--- src/rtl/mlaccel_memarb.sv ---
// Arbiter for the single-port main memory: C > Q > S fixed priority with a
// starvation guard for Q/S, combinational grants and tagged read returns.
module mlaccel_memarb #(
  parameter int RD_LAT   = 2,
  parameter int MAX_WAIT = 8
) (
  input  logic        clock,
  input  logic        reset,
  input  logic        c_req,
  input  logic [1:0]  c_wen,
  input  logic [15:0] c_addr,
  input  logic [15:0] c_wdata,
  output logic        c_gnt,
  output logic        c_rvalid,
  input  logic        q_req,
  input  logic [1:0]  q_wen,
  input  logic [15:0] q_addr,
  input  logic [15:0] q_wdata,
  output logic        q_gnt,
  output logic        q_rvalid,
  input  logic        s_req,
  input  logic [15:0] s_addr,
  output logic        s_gnt,
  output logic        s_rvalid,
  output logic [15:0] mem_addr,
  output logic [1:0]  mem_wen,
  output logic [15:0] mem_wdata,
  input  logic [63:0] rdata_in,
  output logic [63:0] rdata,
  output logic        starve_q,
  output logic        starve_s
);

  localparam int CW = $clog2(MAX_WAIT + 1);
  localparam logic [CW-1:0] WAIT_MAX = CW'(MAX_WAIT);

  localparam logic [1:0] TAG_NONE = 2'd0;
  localparam logic [1:0] TAG_C    = 2'd1;
  localparam logic [1:0] TAG_Q    = 2'd2;
  localparam logic [1:0] TAG_S    = 2'd3;

  logic [CW-1:0] wait_q, wait_s;
  logic          force_q, force_s;
  logic [1:0]    push_tag;
  logic [1:0]    tag_pipe [RD_LAT];

  // A saturated counter only forces a grant while the request is still up;
  // a withdrawn request must not be granted.
  assign force_q = q_req && (wait_q == WAIT_MAX);
  assign force_s = s_req && (wait_s == WAIT_MAX);

  always_comb begin
    // NOTE: every output of a combinational block gets a default first so no
    // path leaves it unassigned, which would otherwise infer a latch.
    c_gnt    = 1'b0;
    q_gnt    = 1'b0;
    s_gnt    = 1'b0;
    starve_q = 1'b0;
    starve_s = 1'b0;
    if (!reset) begin
      if (force_q) begin
        q_gnt    = 1'b1;
        starve_q = 1'b1;
      end else if (force_s) begin
        s_gnt    = 1'b1;
        starve_s = 1'b1;
      end else if (c_req) begin
        c_gnt = 1'b1;
      end else if (q_req) begin
        q_gnt = 1'b1;
      end else if (s_req) begin
        s_gnt = 1'b1;
      end
    end
  end

  // Idle bus parks on c_addr with writes disabled.
  always_comb begin
    mem_addr  = c_addr;
    mem_wen   = 2'b00;
    mem_wdata = 16'h0000;
    push_tag  = TAG_NONE;
    if (c_gnt) begin
      mem_wen   = c_wen;
      mem_wdata = c_wdata;
      push_tag  = (c_wen == 2'b00) ? TAG_C : TAG_NONE;
    end else if (q_gnt) begin
      mem_addr  = q_addr;
      mem_wen   = q_wen;
      mem_wdata = q_wdata;
      push_tag  = (q_wen == 2'b00) ? TAG_Q : TAG_NONE;
    end else if (s_gnt) begin
      mem_addr  = s_addr;
      push_tag  = TAG_S;
    end
  end

  function automatic logic [CW-1:0] wait_next(input logic req, input logic gnt,
                                              input logic [CW-1:0] cnt);
    if (!req || gnt)      return '0;
    if (cnt == WAIT_MAX)  return cnt;
    return cnt + 1'b1;
  endfunction

  always_ff @(posedge clock) begin
    // NOTE: sequential state is updated with non-blocking assignments so all
    // registers sample their inputs from the same pre-edge values.
    if (reset) begin
      wait_q <= '0;
      wait_s <= '0;
    end else begin
      wait_q <= wait_next(q_req, q_gnt, wait_q);
      wait_s <= wait_next(s_req, s_gnt, wait_s);
    end
  end

  always_ff @(posedge clock) begin
    // NOTE: the tag pipeline is a handful of flops, not a RAM, so it is reset;
    // this is what drops reads that were in flight when reset arrived.
    if (reset) begin
      for (int i = 0; i < RD_LAT; i++) tag_pipe[i] <= TAG_NONE;
    end else begin
      tag_pipe[0] <= push_tag;
      for (int i = 1; i < RD_LAT; i++) tag_pipe[i] <= tag_pipe[i-1];
    end
  end

  assign c_rvalid = !reset && (tag_pipe[RD_LAT-1] == TAG_C);
  assign q_rvalid = !reset && (tag_pipe[RD_LAT-1] == TAG_Q);
  assign s_rvalid = !reset && (tag_pipe[RD_LAT-1] == TAG_S);

  assign rdata = rdata_in;

endmodule

--- config.mk ---
export PLATFORM = sky130hd
export DESIGN_NAME = mlaccel_memarb
export DESIGN_NICKNAME = d
export VERILOG_FILES = /design/src/rtl/mlaccel_memarb.sv
export SDC_FILE = /design/constraint.sdc
export NUM_CORES = 1
export LEC_CHECK = 0
export ABC_AREA = 0
export BUFFER_PORTS_ARGS = -buffer_cell sky130_fd_sc_hd__buf_2
export CORE_AREA = 2 2 102 104
export DETAILED_ROUTE_END_ITERATION = 8
export DIE_AREA = 0 0 104 106
export SYNTH_ARGS = -nofsm -noshare
export SYNTH_HDL_FRONTEND = slang
export SYNTH_SLANG_ARGS = --single-unit
--- constraint.sdc ---
create_clock -name clock -period 3.35 [get_ports clock]
set_input_delay 0.1675 -clock clock [delete_from_list [all_inputs] [get_ports clock]]
set_output_delay 0.1675 -clock clock [all_outputs]
set_load 0.02 [all_outputs]
# Word level (Yosys, flattened, before mapping)
# Memories as Yosys holds them, arrays and structs flattened.
# Index checks and enable logic that the tools add are counted.
word_totals:
  memories: 1
  romBits: 0
  regBits: 8
  mem_bits_rw: 4
  latch_bits: 0
  inputBits: 153
  word_cells: 81
  output_inout_bits: 106
classes:
  add_sub_neg: 2
  div_mod_pow: 0
  eq_ne: 7
  magnitude_cmp: 0
  muxes: 55
  n_reduce_logical: 12
  bitwise_logic: 2
  n_shift: 0
  multipliers: 0
memory_table:
  columns: ["memory", "depth", "word_bits", "rd", "rd_clocked_by_memory_dff", "write_ports", "line_no", "text"]
  rows:
  - ["tag_pipe", 2, 2, 2, 0, 2, "45", "logic [1:0] tag_pipe [RD_LAT];"]
op_table:
  columns: ["op", "n"]
  rows:
  - ["$mux W16", 5]
  - ["$mux W1", 34]
  - ["$mux W4", 8]
  - ["$mux W2", 8]
  - ["$add A4 B1 Y4 const B", 2]
  - ["$eq A4 B4 Y1 const B", 2]
  - ["$ne A3 B3 Y1 const B", 2]
  - ["$logic_and A1 B1 Y1", 5]
  - ["$eq A2 B2 Y1 const B", 2]
  - ["$logic_not A2 Y1", 2]
  - ["$logic_not A1 Y1", 3]
  - ["$eq A2 B1 Y1 const B", 1]
  - ["$logic_or A1 B1 Y1", 2]
  - ["$or A1 B1 Y1", 2]

# Logic depth before layout (Yosys ltp)
depth:
  word_depth: 13
  mapped_depth: 9
  ltp_nobuf: 6

# Worst setup path after synthesis
# No wires, ideal clock.
synth_timing:
  path_kind: "register -> output"
  start: "register wait_s[0]"
  end: "output mem_addr[13]"
  path_slack_ps: 1337
  path_buffers: 3
  stages_incl_launch_ff: 10
  t_required_ps: 3182
  arrival_time_ps: 1846
  path_cell_list: "dfxtp_1 inv_1 ha_1 and3b_1 buf_6 a211oi_4 nor2b_2 buf_6 buf_8 a221o_1"
synth_between:
  elab_chain_len: 8
synth_rtl:
  columns: ["element", "line_no", "text"]
  rows:
  - ["start: declaration", "42", "logic [CW-1:0] wait_q, wait_s;"]
  - ["start signal: assignment", "113", "wait_s <= wait_next(s_req, s_gnt, wait_s);"]
  - ["$eq A4 B4 Y1", "50", "assign force_s = s_req && (wait_s == WAIT_MAX);"]
  - ["$logic_and A1 B1 Y1", "50", null]
  - ["$mux W1", "64", "end else if (force_s) begin"]
  - ["$mux W1", "61", "if (force_q) begin"]
  - ["$mux W1", "60", "if (!reset) begin"]
  - ["net s_gnt", "23", "output logic s_gnt,"]
  - ["$mux W16", "92", "end else if (s_gnt) begin"]
  - ["$mux W16", "87", "end else if (q_gnt) begin"]
  - ["$mux W16", "83", "if (c_gnt) begin"]
  - ["end: declaration", "25", "output logic [15:0] mem_addr,"]
# The timed path passes the listed nets, and every way through them passes these cells.

# Worst setup path after layout
layout_timing:
  start: "register wait_s[0]"
  end: "output mem_addr[4]"
layout_between:
  elab_chain_len: 8
layout_rtl:
  columns: ["element", "line_no"]
  rows:
  - ["$eq A4 B4 Y1 *", "50"]
  - ["$logic_and A1 B1 Y1 *", "50"]
  - ["$mux W1", "64"]
  - ["$mux W1", "61"]
  - ["$mux W1", "60"]
  - ["$mux W16", "92"]
  - ["$mux W16", "87"]
  - ["$mux W16 *", "83"]
# Mark *: on every way between the ends. The rest lies on a longest branch, timed or not.

==> results.sh <==
export IMPL_power_density_nw_per_um2=262.2
export IMPL_final_fill_count=1173
export IMPL_drv_cap=0
export IMPL_report_final_slew_viol_count=0
export IMPL_cts_resized=0
export IMPL_cts_setup_buffers=0
export IMPL_post_synth_inst_count=187
export IMPL_crit_path_end_kind="primary output"
export IMPL_port_buffers=130
export IMPL_clock_root_buffer="clkbuf_8"
export IMPL_area_delta_synth_final_pct=21.93
export IMPL_setup_tns_ns=0
export IMPL_final_setup_worst_slack_ns=0.6974
export IMPL_synth_edff_count=0
export IMPL_grt_first_pass_wirelength_um=7852
export IMPL_postSynthNetCount=344
export IMPL_synth_simple_gate_area_share=0.1871
export IMPL_critical_path_peak_fanout=16
export IMPL_drc=0
export IMPL_path_clk_slew_ns=0.05
export IMPL_post_synth_top_area_cell="buf_4"
export IMPL_firstDrtPassIters=4
export IMPL_final_min_clock_period_ns=2.653
export IMPL_number_of_failing_setup_endpoints_in_the_final_timing_report=0
export IMPL_holdCritPathClass="in -> reg"
export IMPL_timing_worst_slew_pin_value_ns=0.8657
export IMPL_vias=1532
export IMPL_synth_async_reset_ratio=0
export IMPL_ys_warnings_count=0
export IMPL_grt_overflow_total=0
export IMPL_post_synthesis_mux_area_share=0.006289
export IMPL_grt_pass1_vias=1560
export IMPL_yosys_most_used_dff="dfxtp_1"
export IMPL_number_of_hold_buffers_added_after_cts=0
export IMPL_antenna_violating_nets_post_route=0
export IMPL_place_hpwl_um=4297
export IMPL_peakVddDrop_mv=0.07110
export IMPL_floorplan_initialDensity=0.1592
export IMPL_post_route_cells_drive_above_1_share=0.6048
export IMPL_synthesized_area_fraction_occupied_by_ao_oa_aoi_and_oai_cells=0.2445
export IMPL_clk_path_buf_depth=2
export IMPL_hold_ws_ns=0.2368
export IMPL_synth_commonest_cells="buf_4 (64), a22o_1 (18), nor2b_1 (17)"
export IMPL_cell_chain_of_the_critical_path="inv_1 > ha_1 > nand4b_1 > a31oi_2 > and2b_1 > a221o_2 > buf_2"
export IMPL_cp_start_kind="flop"
export IMPL_max_clock_freq_mhz=377.0
export IMPL_syn_area_per_cell_um2=8.511
export IMPL_place_ws_ns=0.9509
export IMPL_clock_latency_ns=0.24
export IMPL_routedWlPerCell_um=13.30
export IMPL_die_area_um2=11020
export IMPL_timing_critical_path_max_delay_family="compound AO/OA/AOI/OAI gates"
export IMPL_pin_count=259
export IMPL_clock_net_sink_count=12
export IMPL_synth_top_family_by_area="buffers and inverters"
export IMPL_yosysMostFrequentCell="buf_4"
export IMPL_crit_slowest_cell="a31oi_2"
export IMPL_worst_path_buf_inv=2
export IMPL_synth_ff_latch_count=12
export IMPL_post_route_util=0.1941
export IMPL_outcome="completed"
export IMPL_timing_setup_critical_path_class="reg -> out"
export IMPL_cpPeakStageDelay_ns=0.73
export IMPL_timing_critical_path_arrival_ns=2.49
export IMPL_relSlewSlack=0.4203
export IMPL_power_leakage_nw=0.9828
export IMPL_ys_seq_area_frac=0.1509
export IMPL_synth_top_cell_area_share=0.3019
export IMPL_gp_routability_congestion=0.7010
export IMPL_worst_ep_required_time_ns=3.18
export IMPL_parity_gate_share_of_the_synthesized_area_counting_xor_and_xnor_cells=0.02752
export IMPL_largest_net_degree_at_the_start_of_global_routing=22
export IMPL_design_core_area_um2=10000
export IMPL_detail_route_iter0_violations=83
export IMPL_grt_util_all_layers=0.08945
export IMPL_mapped_area_um2=1592
export IMPL_synth_area_leaders="buf_4 (30%), dfxtp_1 (15%), a22o_1 (9.9%)"
export IMPL_clock_skew_final_ns=0.003225
export IMPL_std_cell_rows=37
export IMPL_setup_repair_after_global_routing_missed_its_margin="false"
export IMPL_arithmetic_cell_share_of_the_synthesized_area_counting_full_adders_half_adders_and_majority_gates=0.03145
export IMPL_final_net_count=406
export IMPL_synth_distinct_cells=34
export IMPL_tritoncts_num_buffers=3
export IMPL_timing_hold_violations_final=0
export IMPL_fin_crit_sh=0.7918
export IMPL_viasPerCell=3.990
export IMPL_antenna_diode_count=0
export IMPL_cts_tree="yes"
export IMPL_clock_tree_htree_level_count=1
export IMPL_die_h_um=106
export IMPL_antenna_found_initial=1
export IMPL_routed_wl_um=5106
export IMPL_die_width_um=104
[routing by layer]
metal / vias up / track usage / wire (um)
li1: 722 / - / -
met1: 688 / 0.1056 / 2021
met2: 91 / 0.1508 / 2453
met3: 29 / 0.01839 / 438
met4: 2 / 0.05116 / 178
met5: - / 0 / 13
[where the power goes]
part | total [mW] | internal (mW) | leakage (nW) | switching (mW)
registers | 0.149 | 0.147 | 0.0976 | 0.00247
clock network | 0.160 | 0.104 | 0.0288 | 0.0557
logic | 0.200 | 0.0949 | 0.856 | 0.105
[path summary, 6_finish.rpt]
| check | to | cells past startpoint | slack [ns] | from |
|---|---|---|---|---|
| max | mem_addr[4] | 7 | 0.70 | wait_s[0] |
| min | tag_pipe[0][3] | 2 | 0.24 | reset |
| min reg2reg | tag_pipe[0][2] | 1 | 0.43 | tag_pipe[0][0] |
| max reg2reg | tag_pipe[0][1] | 7 | 1.33 | wait_s[0] |
[worst register-to-register path, delay by kind of cell (launching register included)]
family	cells	cell delay (ns)
compound gates	2	0.66
fa+ha+maj	1	0.22
flops	1	0.34
buf+inv	2	0.44
simple gates	2	0.30
[state kept, by name, indices dropped and copies added, names as in the netlist]
| name | count |
|---|---|
| wait_q | 4 |
| wait_s | 4 |
| tag_pipe | 4 |
[cells in the final DEF, fill, tap and decap left out, drive strengths merged, types with 3 or more instances in the layout]
| master | instances |
|---|---|
| dfxtp | 12 |
| nor3 | 4 |
| nor3b | 3 |
| nor2 | 7 |
| xnor2 | 3 |
| clkbuf | 4 |
| ha | 4 |
| inv | 4 |
| buf | 131 |
| a221o | 16 |
| nor2b | 18 |
| a22o | 18 |
[cell type report]
cell class | instances | area (um^2) | share of cell area
multi-input cells | 97 | 802.0 | 0.4133
clock buffers | 4 | 55.05 | 0.02837
repair buffers | 131 | 658.1 | 0.3391
flip-flops and latches | 12 | 240.2 | 0.1238
well taps | 136 | 170.2 | 0.08769
inverters | 4 | 15.01 | 0.007737
[cell families after synthesis]
group,after synthesis
xor+xnor,5
flops,12
mux,1
simple gates,47
fa+ha+maj,4
compound gates,40
buf+inv,78
[through the flow]
step                instances  total power, mW  instance area, um^2
floorplan                 187           0.3724                 1592
global placement          380           0.3520                 1886
detailed placement        380           0.3542                 1886
CTS                       384           0.5155                 1941
global route              384           0.5396                 1941
finish                    384           0.5088                 1941
(Power assumes the default switching activity.)
